<file path="src/rtl/chiselwatt_clk_pkg.sv">
// Shared types and width helpers for the PLL-following clock-control block.
package chiselwatt_clk_pkg;

  typedef enum logic [1:0] {
    WAIT_LOCK = 2'd0,
    STABLE    = 2'd1,
    RELEASE   = 2'd2,
    RUN       = 2'd3
  } state_e;

  // Counter width for a count range of x values, never narrower than one bit
  function automatic int unsigned clog2_min1(input int unsigned x);
    return (x <= 32'd1) ? 32'd1 : 32'($clog2(x));
  endfunction

endpackage

</file>
<file path="src/rtl/chiselwatt_clk_ctrl_if.sv">
// Lock/divide inputs and reset/enable outputs of the clock-control block.
interface chiselwatt_clk_ctrl_if #(
  parameter int unsigned NUM_CH = 3,
  parameter int unsigned DIV_W  = 8
);
  logic                      lock;
  logic [NUM_CH*DIV_W-1:0]   div;
  logic [NUM_CH-1:0]         rst_out_n;
  logic [NUM_CH-1:0]         ce;
  logic                      ready;

  // master: the clock controller; slave: PLL wrapper and reset/enable consumers
  modport master (input lock, div, output rst_out_n, ce, ready);
  modport slave  (output lock, div, input rst_out_n, ce, ready);
endinterface

</file>
<file path="src/rtl/chiselwatt_ce_div.sv">
// Per-channel clock-enable divider: one-cycle strobe every d_act+1 cycles while enabled.
module chiselwatt_ce_div #(
  parameter int unsigned DIV_W = 8
) (
  input  logic             clock,
  input  logic             reset_n,
  input  logic             en,
  input  logic [DIV_W-1:0] d,
  output logic             ce
);

  logic [DIV_W-1:0] cnt_q;
  logic [DIV_W-1:0] d_act_q;

  // Divide value is only taken while idle or at wrap so a period is never cut short
  always_ff @(posedge clock or negedge reset_n) begin
    if (!reset_n) begin
      cnt_q   <= '0;
      d_act_q <= '0;
      ce      <= 1'b0;
    end else if (!en) begin
      cnt_q   <= '0;
      d_act_q <= d;
      ce      <= 1'b0;
    end else if (cnt_q == d_act_q) begin
      cnt_q   <= '0;
      d_act_q <= d;
      ce      <= 1'b1;
    end else begin
      cnt_q   <= cnt_q + DIV_W'(1);
      ce      <= 1'b0;
    end
  end

endmodule

</file>
<file path="src/rtl/chiselwatt_clk_ctrl.sv">
// PLL lock qualification, staggered per-channel reset release and clock-enable strobes.
module chiselwatt_clk_ctrl
  import chiselwatt_clk_pkg::*;
#(
  parameter int unsigned NUM_CH      = 3,
  parameter int unsigned DIV_W       = 8,
  parameter int unsigned LOCK_CYCLES = 16,
  parameter int unsigned STAGGER     = 4
) (
  input  logic                 clock,
  input  logic                 reset_n,
  chiselwatt_clk_ctrl_if.master io
);

  localparam int unsigned STAB_W = clog2_min1(LOCK_CYCLES);
  localparam int unsigned STAG_W = clog2_min1(STAGGER);
  localparam int unsigned IDX_W  = clog2_min1(NUM_CH);

  logic [1:0]        sync_q;
  logic              lock_s;
  state_e            state_q, state_d;
  logic [STAB_W-1:0] stab_q, stab_d;
  logic [STAG_W-1:0] stag_q, stag_d;
  logic [IDX_W-1:0]  idx_q, idx_d, idx_inc;
  logic [NUM_CH-1:0] rst_q, rst_d;
  logic              ready_q, ready_d;
  logic [NUM_CH-1:0] div_en;
  logic [NUM_CH-1:0] ce_w;

  // Two-flop synchroniser for the asynchronous PLL lock
  always_ff @(posedge clock or negedge reset_n) begin
    if (!reset_n) sync_q <= '0;
    else          sync_q <= {sync_q[0], io.lock};
  end
  assign lock_s = sync_q[1];

  // State, counters and registered reset/ready outputs
  always_ff @(posedge clock or negedge reset_n) begin
    if (!reset_n) begin
      state_q <= WAIT_LOCK;
      stab_q  <= '0;
      stag_q  <= '0;
      idx_q   <= '0;
      rst_q   <= '0;
      ready_q <= 1'b0;
    end else begin
      state_q <= state_d;
      stab_q  <= stab_d;
      stag_q  <= stag_d;
      idx_q   <= idx_d;
      rst_q   <= rst_d;
      ready_q <= ready_d;
    end
  end

  assign idx_inc = idx_q + IDX_W'(1);

  // Next state; a drop of lock_s wins over every other transition
  always_comb begin
    state_d = state_q;
    stab_d  = stab_q;
    stag_d  = stag_q;
    idx_d   = idx_q;
    case (state_q)
      WAIT_LOCK: begin
        if (lock_s) state_d = STABLE;
      end
      STABLE: begin
        if (!lock_s) begin
          state_d = WAIT_LOCK;
        end else if (stab_q == STAB_W'(LOCK_CYCLES - 1)) begin
          state_d = (NUM_CH == 1) ? RUN : RELEASE;
          idx_d   = '0;
          stag_d  = '0;
        end else begin
          stab_d = stab_q + STAB_W'(1);
        end
      end
      RELEASE: begin
        if (!lock_s) begin
          state_d = WAIT_LOCK;
        end else if (stag_q == STAG_W'(STAGGER - 1)) begin
          stag_d = '0;
          idx_d  = idx_inc;
          if (idx_inc == IDX_W'(NUM_CH - 1)) state_d = RUN;
        end else begin
          stag_d = stag_q + STAG_W'(1);
        end
      end
      RUN: begin
        if (!lock_s) state_d = WAIT_LOCK;
      end
      default: state_d = WAIT_LOCK;
    endcase
    if (state_d == WAIT_LOCK || state_d == STABLE && state_q == WAIT_LOCK) begin
      stab_d = '0;
      stag_d = '0;
      idx_d  = '0;
    end
  end

  // Output values for the coming edge, derived from the next state
  always_comb begin
    rst_d   = rst_q;
    ready_d = 1'b0;
    case (state_d)
      RELEASE: begin
        for (int unsigned k = 0; k < NUM_CH; k++) begin
          if (idx_d == IDX_W'(k)) rst_d[k] = 1'b1;
        end
      end
      RUN: begin
        rst_d   = '1;
        ready_d = 1'b1;
      end
      default: rst_d = '0;
    endcase
  end

  // Divider runs only while the channel is out of reset now and on the next edge,
  // so strobes stop on the same edge that a lock loss clears the resets
  assign div_en = rst_q & rst_d;

  for (genvar k = 0; k < NUM_CH; k++) begin : g_ch
    chiselwatt_ce_div #(.DIV_W(DIV_W)) u_div (
      .clock   (clock),
      .reset_n (reset_n),
      .en      (div_en[k]),
      .d       (io.div[k*DIV_W +: DIV_W]),
      .ce      (ce_w[k])
    );
  end

  assign io.rst_out_n = rst_q;
  assign io.ready     = ready_q;
  assign io.ce        = ce_w;

endmodule

</file>
<file path="src/flat_wrapper.sv">
// flat-port wrapper written by rule: the top's interface ports become plain ports
module chiselwatt_clk_ctrl_flat import chiselwatt_clk_pkg::*;
#(
  parameter int unsigned NUM_CH      = 3,
  parameter int unsigned DIV_W       = 8,
  parameter int unsigned LOCK_CYCLES = 16,
  parameter int unsigned STAGGER     = 4
)
  (clock, reset_n, io_lock, io_div, io_rst_out_n, io_ce, io_ready);
  chiselwatt_clk_ctrl_if #(.NUM_CH(NUM_CH), .DIV_W(DIV_W)) io_i ();
  input  logic clock;
  input  logic reset_n;
  input wire logic [$bits(io_i.lock)-1:0] io_lock;
  input wire logic [$bits(io_i.div)-1:0] io_div;
  output wire logic [$bits(io_i.rst_out_n)-1:0] io_rst_out_n;
  output wire logic [$bits(io_i.ce)-1:0] io_ce;
  output wire logic [$bits(io_i.ready)-1:0] io_ready;
  assign io_i.lock = io_lock;
  assign io_i.div = io_div;
  assign io_rst_out_n = io_i.rst_out_n;
  assign io_ce = io_i.ce;
  assign io_ready = io_i.ready;
  chiselwatt_clk_ctrl #(.NUM_CH(NUM_CH), .DIV_W(DIV_W), .LOCK_CYCLES(LOCK_CYCLES), .STAGGER(STAGGER)) u_core (.clock(clock), .reset_n(reset_n), .io(io_i));
endmodule
</file>
<file path="config.mk">
export PLATFORM = sky130hd
export DESIGN_NAME = chiselwatt_clk_ctrl_flat
export DESIGN_NICKNAME = d
export VERILOG_FILES = /design/src/rtl/chiselwatt_clk_pkg.sv /design/src/rtl/chiselwatt_clk_ctrl_if.sv /design/src/rtl/chiselwatt_ce_div.sv /design/src/rtl/chiselwatt_clk_ctrl.sv /design/src/flat_wrapper.sv
export SDC_FILE = /design/constraint.sdc
export NUM_CORES = 1
export LEC_CHECK = 0
export ABC_AREA = 1
export CORE_ASPECT_RATIO = 1.25
export CORE_MARGIN = 8
export CORE_UTILIZATION = 50
export CTS_BUF_LIST = sky130_fd_sc_hd__clkbuf_4
export DETAILED_ROUTE_END_ITERATION = 16
export PLACE_DENSITY = 0.71
export RECOVER_POWER = 100
export SLEW_MARGIN = 10
export SYNTH_ARGS = -nofsm -noshare
export SYNTH_HDL_FRONTEND = slang
export SYNTH_HIERARCHICAL = 1
export SYNTH_SLANG_ARGS = --single-unit
</file>
<file path="constraint.sdc">
create_clock -name clock -period 2.3 [get_ports clock]
set_input_delay 0.69 -clock clock [delete_from_list [all_inputs] [get_ports clock]]
set_output_delay 0.69 -clock clock [all_outputs]
set_load 0.1 [all_outputs]
</file>
Yosys cells after proc, flatten, opt, wreduce, memory -nomap -nowiden
Cells that the tools add are included.

Input port bits: 27. Logic and storage cells: 101. Register bits: 67.

Equal/unequal tests: 21. Reduce and logical (&&, ||, !) cells: 10. Bitwise logic cells: 1. $add $sub $neg: 6. Mux-type cells: 47.

Operator list (number): 2-to-1 mux 8 bit (12); 2-to-1 mux 2 bit (17); adder 8 x 1 -> 8 bit, second input constant (3); equality test 8 bit (3); 2-to-1 mux 4 bit (4); equality test 2 bit, second input constant (7); 2-to-1 mux 1 bit (10); inequality test 3 x 1 -> 1 bit, second input constant (3); inequality test 2 bit, second input constant (4); one-hot mux 2 bit (2 select lines) (2); one-hot mux 2 bit (4 select lines) (1); equality test 2 x 1 -> 1 bit, second input constant (3); zero test 2 bit (3); one-hot mux 3 bit (2 select lines) (1); adder 2 x 1 -> 2 bit, second input constant (2); adder 4 x 1 -> 4 bit, second input constant (1); equality test 4 bit, second input constant (1); AND reduction 4 bit (1); nonzero test 2 bit (2); bitwise AND 3 bit (1); AND reduction 3 bit (1); nonzero test 3 bit (1); logical AND 1 bit (1); logical OR 1 bit (1).

Logic depth before layout (Yosys ltp)
Depth after elaboration: 15. Depth in mapped cells: 18. Gate-level depth less buffers: 15.

Cells and area by module
The synthesis kept the hierarchy.

By module, submodules not included: chiselwatt_ce_div (cells each 106, times used 3, area each 867.1 um2, sequential area each 425.4 um2); chiselwatt_clk_ctrl (cells each 117, times used 1, area each 982.2 um2, sequential area each 400.4 um2).

Least setup slack after synthesis
OpenSTA, ideal clock, no wires.

Kind: reg2reg. Start: reg u_core.state_q[0]. End: reg u_core.g_ch[2].u_div.d_act_q[5]. Arrival time: 1.995 ns. Setup time: 0.116 ns. Cell stages (with the launch flop): 19. Buffers on the path: 3. Clock period less this slack: 2.112 ns. Slack: 0.188 ns. Path through: dfrtp_1 -> inv_1 -> ha_1 -> buf_6 -> nand3_2 -> a21oi_2 -> nand2_2 -> nand2_2 -> nand2_4 -> nand2_4 -> nand3_2 -> nand2_1 -> nand2_1 -> nor2_2 -> clkbuf_8 -> nand2_4 -> buf_8 -> nand2_1 -> nand2_1.

Longest elaborated chain between the ends: 13. Elaborated cells between the ends (all ways): 26. Those cells by class: eq/ne (8); mux (13); bitwise (1); reduce/logical (4).

RTL lines: start: declaration (line chiselwatt_clk_ctrl.sv:21) `state_e state_q, state_d;`; start signal: assignment (line chiselwatt_clk_ctrl.sv:47) `state_q <= state_d;`; 2-to-1 mux 2 bit (line chiselwatt_clk_ctrl.sv:85) `if (idx_inc == IDX_W'(NUM_CH - 1)) state_d = RUN;`; 2-to-1 mux 2 bit (line chiselwatt_clk_ctrl.sv:82) `end else if (stag_q == STAG_W'(STAGGER - 1)) begin`; 2-to-1 mux 2 bit (line chiselwatt_clk_ctrl.sv:80) `if (!lock_s) begin`; one-hot mux 2 bit (4 select lines) (*) (line chiselwatt_clk_ctrl.sv:64) `case (state_q)`; net u_core.state_d[0] (line chiselwatt_clk_ctrl.sv:21); equality test 2 x 1 -> 1 bit (line chiselwatt_clk_ctrl.sv:95) `if (state_d == WAIT_LOCK || state_d == STABLE && state_q == WAIT_LOCK) begin`; logical AND 1 bit (line chiselwatt_clk_ctrl.sv:95); logical OR 1 bit (line chiselwatt_clk_ctrl.sv:95); 2-to-1 mux 2 bit (line chiselwatt_clk_ctrl.sv:95); equality test 2 bit (line chiselwatt_clk_ctrl.sv:109) `if (idx_d == IDX_W'(k)) rst_d[k] = 1'b1;`; 2-to-1 mux 1 bit (line chiselwatt_clk_ctrl.sv:109); one-hot mux 3 bit (2 select lines) (*) (line chiselwatt_clk_ctrl.sv:106) `case (state_d)`; bitwise AND 3 bit (*) (line chiselwatt_clk_ctrl.sv:122) `assign div_en = rst_q & rst_d;`; net u_core.div_en[2] (line chiselwatt_clk_ctrl.sv:27) `logic [NUM_CH-1:0] div_en;`; inequality test 2 bit (no line) / 2-to-1 mux 8 bit (equally long branches); end signal: assignment (line chiselwatt_ce_div.sv:19) `d_act_q <= '0;`; end signal: assignment (line chiselwatt_ce_div.sv:23) `d_act_q <= d;`; end signal: assignment (line chiselwatt_ce_div.sv:27) `d_act_q <= d;`; end: declaration (line chiselwatt_ce_div.sv:13) `logic [DIV_W-1:0] d_act_q;`.

The timed path passes the listed nets; every way through them passes the cells marked *. A chain may end at the register's enable or synchronous reset.

Worst setup path after layout
Start: reg u_core.state_q[1]. End: reg u_core.g_ch[2].u_div.d_act_q[4].

Longest elaborated chain between the ends: 13. Elaborated cells between the ends (all ways): 26. Those cells by class: eq/ne (8); mux (13); bitwise (1); reduce/logical (4).

RTL lines (line): 2-to-1 mux 2 bit (chiselwatt_clk_ctrl.sv:85); 2-to-1 mux 2 bit (chiselwatt_clk_ctrl.sv:82); 2-to-1 mux 2 bit (chiselwatt_clk_ctrl.sv:80); one-hot mux 2 bit (4 select lines) (chiselwatt_clk_ctrl.sv:64); equality test 2 x 1 -> 1 bit (chiselwatt_clk_ctrl.sv:95); logical AND 1 bit (chiselwatt_clk_ctrl.sv:95); logical OR 1 bit (chiselwatt_clk_ctrl.sv:95); 2-to-1 mux 2 bit (chiselwatt_clk_ctrl.sv:95); equality test 2 bit (chiselwatt_clk_ctrl.sv:109); 2-to-1 mux 1 bit (chiselwatt_clk_ctrl.sv:109); one-hot mux 3 bit (2 select lines) (*) (chiselwatt_clk_ctrl.sv:106); bitwise AND 3 bit (*) (chiselwatt_clk_ctrl.sv:122); net u_core.div_en[2] (chiselwatt_clk_ctrl.sv:27); inequality test 2 bit (no line) / 2-to-1 mux 8 bit (equally long branches).

Marked as above.

==> impl_metrics.tcl <==
set metrics [dict create \
    status "finished with violations" \
    violations "max-capacitance violations, max-slew violations" \
    worst_path_max_delay_cell "dfrtp_1" \
    finClkSkew_ns 0.009341 \
    die_w_um 91.72 \
    maxSlewViolCount 68 \
    period_share_pct 93.36 \
    synth_top_area_share_pct 46.79 \
    clkSinkCount 67 \
    htreeDepth 3 \
    max-slew-margin-rel_pct -7.211 \
    syn_inst 435 \
    r2r_cells 15 \
    gp_congestion 0.8415 \
    synth_cell_type_count 26 \
    viasPerCell 4.829 \
    antennaDiodeCount 0 \
    top_usage_layer "met2" \
    crit_required_ns 2.64 \
    p_per_area_nw_per_um2 619.7 \
    irDropWorstVdd_mv 0.4859 \
    syn_nets 473 \
    holdPathStages 0 \
    area_growth_pct 15.54 \
    drt_iter0_markers 63 \
    ant_nets 0 \
    initial_utilization_pct 51.36 \
    cts_tree "built" \
    vias 2772 \
    syn_area_um2 3583 \
    ys_ff_latch 67 \
    ctsHoldBuffers 0 \
    setup_viol 0 \
    wl_um 6856 \
    grt_util_met2_pct 24.41 \
    tightest_slew_ns 1.608 \
    die_y_um 110.7 \
    holdWs_ns 0.3600 \
    drv_cap 1 \
    yosysTopAreaCell "dfrtp_1" \
    rows 34 \
    yosysSeqAreaShare_pct 46.79 \
    drive_gt1_share_pct 14.46 \
    cpMostUsedCell "nand2_1" \
    synth_warnings 6 \
    p_total_mw 2.566 \
    synth_area_leaders "dfrtp_1, nand2_1, inv_1, nor2_1, nand3_1" \
    critPathMaxStageDelay_ns 0.41 \
    start_kind "flip-flop" \
    cts_inserted_buffers 9 \
    p_leak_nw 2.030 \
    endpoint_kind "flip-flop" \
    drc 0 \
    grt_first_pass_wirelength_um 12120 \
    clk_transition_reported_paths_ns 0.11 \
    hold_viol 0 \
    setup.worst_path.class "reg2reg" \
    grt_max_degree 68 \
    io_pins 34 \
    worstSkewPairLatency_ns 0.40 \
    post-route-min-period_ns 2.147 \
    overflow 0 \
    cp_max_fo 9 \
    antenna_found_initial 0 \
    grt_use_met1_pct 16.79 \
    hp-class "reg2reg" \
    clock_path_buffers 2 \
    clock_tree.root_cell "clkbuf_4" \
    post-dp-hpwl_um 4940 \
    grt_usage_pct 14.47 \
    avgSynthCellArea_um2 8.238 \
    first_pass_iters 4 \
    place.port_buffers 33 \
    worst-endpoint-arrival_ns 2.48 \
    crit_chain "inv_2 -> ha_1 -> inv_1 -> a21oi_2 -> nand2_1 -> nand2_1 -> o21ai_1 -> inv_1 -> nand3_2 -> nand2_1 -> nand2_1 -> nor2_2 -> buf_4 -> nand3_1 -> nand2_1" \
    fp.coreArea_um2 6977 \
    fmax_ghz 0.4657 \
    grt_pass1_vias 2857 \
    final_nets 518 \
    dieArea_um2 10150 \
    use_met3_pct 3.659 \
    wl_per_cell_um 11.94 \
]
## metrics by stage
| stage | setup slack [ns] | utilization, % | setup TNS [ns] | instances | cell area (um2) |
|---|---|---|---|---|---|
| 2_1_floorplan | 0.1885 | - | 0 | 435 | 3583 |
| 3_3_place_gp | 0.1613 | 56.81 | 0 | 557 | 3964 |
| 3_5_place_dp | 0.08674 | 56.81 | 0 | 557 | 3964 |
| 4_1_cts | 0.06899 | 58.95 | 0 | 572 | 4113 |
| 5_1_grt | -0.02784 | 59.34 | -0.05718 | 574 | 4140 |
| 6_report | 0.1528 | 59.34 | 0 | 574 | 4140 |
## layout by cell type (no fill, tap or decap), types with 2 or more instances in the layout
cell type        count
xnor2_1             16
nand3_2              3
o21ai_0              9
inv_2               10
nand2_1            134
xor2_1              11
inv_1               50
dfrtp_1             66
nand4_1              4
clkbuf_4             9
nor3_1               9
bufinv_16            2
nor2_1              42
clkinv_2             2
nand2_4             10
ha_1                 9
nor2_2               7
nand3_1             30
clkdlybuf4s50_1     24
nand2_2              2
buf_4               14
a21oi_2              2
a21oi_1              4
## final cells by class
class | count | area, um2
clock buffer | 9 | 67.56
clock inverter | 6 | 81.33
fill | 642 | 2836
inverter | 60 | 225.2
multi-input combinational | 301 | 1610
sequential | 67 | 1678
tap | 90 | 112.6
timing repair buffer | 41 | 365.4
## cell usage after synthesis
library cell / number
clkbuf_8: 3
o211ai_1: 1
or3_1: 1
nor2_1: 41
nor3_1: 10
xor2_1: 11
buf_8: 3
a21boi_1: 2
nand3_1: 30
a21oi_2: 2
o21ai_1: 1
a21oi_1: 4
nand2_1: 134
nand3_2: 3
o21ai_0: 9
nor2_4: 1
xnor2_1: 16
nand2_4: 9
dfrtp_1: 67
nand4_1: 4
inv_1: 52
ha_1: 11
buf_6: 1
nor2_2: 8
inv_2: 8
nand2_2: 3
## logic make-up after synthesis
| family | after synthesis | share of synthesized area (%) |
|---|---|---|
| and+or+nand+nor | 244 | 30.69 |
| buffers and inverters | 67 | 9.008 |
| DFF | 67 | 46.79 |
| xor gates and xnor gates | 27 | 6.599 |
| AOI/OAI and AO/OA | 19 | 3.072 |
| adders and majority gates | 11 | 3.841 |
## metal layers
layer	wire, um	vias to the layer above
met5	0	-
met4	51	0
met3	278	4
met2	3512	46
met1	3013	1296
li1	-	1426
## timing repair
item / 4_1_cts / 5_1_grt
endpoints found under the setup margin: 0 / 49
gates resized for setup: 0 / 9
buffers inserted: 0 / 2
hold endpoints to repair: 0 / 0
## report_power, final
group          internal [mW]  switching [mW]
registers               1.22          0.0338
clock network          0.428           0.404
logic                  0.191           0.292
total                   1.84           0.730
## critical path, delay by kind of cell (launching register included)
kind | cells | cell delay (ns)
and+or+nand+nor | 8 | 0.65
buffers and inverters | 4 | 0.45
DFF | 1 | 0.41
adders and majority gates | 1 | 0.31
AOI/OAI and AO/OA | 2 | 0.26
## sequential cells by signal, summed over array words and instances, names as in the netlist, 3 cells and up
register	cells
u_core/g_ch.u_div/ce	3
u_core/g_ch.u_div/cnt_q	24
u_core/g_ch.u_div/d_act_q	24
u_core/io.rst_out_n	3
u_core/stab_q	4
## path summary, 6_finish.rpt
| path | start | to | slack (ns) |
|---|---|---|---|
| max in group asynchronous | reset_n | u_core/state_q[0] | 0.46 |
| worst max register to register | u_core/state_q[1] | u_core/g_ch[2].u_div/d_act_q[4] | 0.15 |
| min in group asynchronous | reset_n | u_core/sync_q[1] | 0.75 |
| worst min register to register | u_core/sync_q[0] | u_core/sync_q[1] | 0.36 |
| worst min-delay path | u_core/sync_q[0] | u_core/sync_q[1] | 0.36 |
| worst max-delay path | u_core/state_q[1] | u_core/g_ch[2].u_div/d_act_q[4] | 0.15 |
No activity file was read; power rests on OpenSTA's default activity.
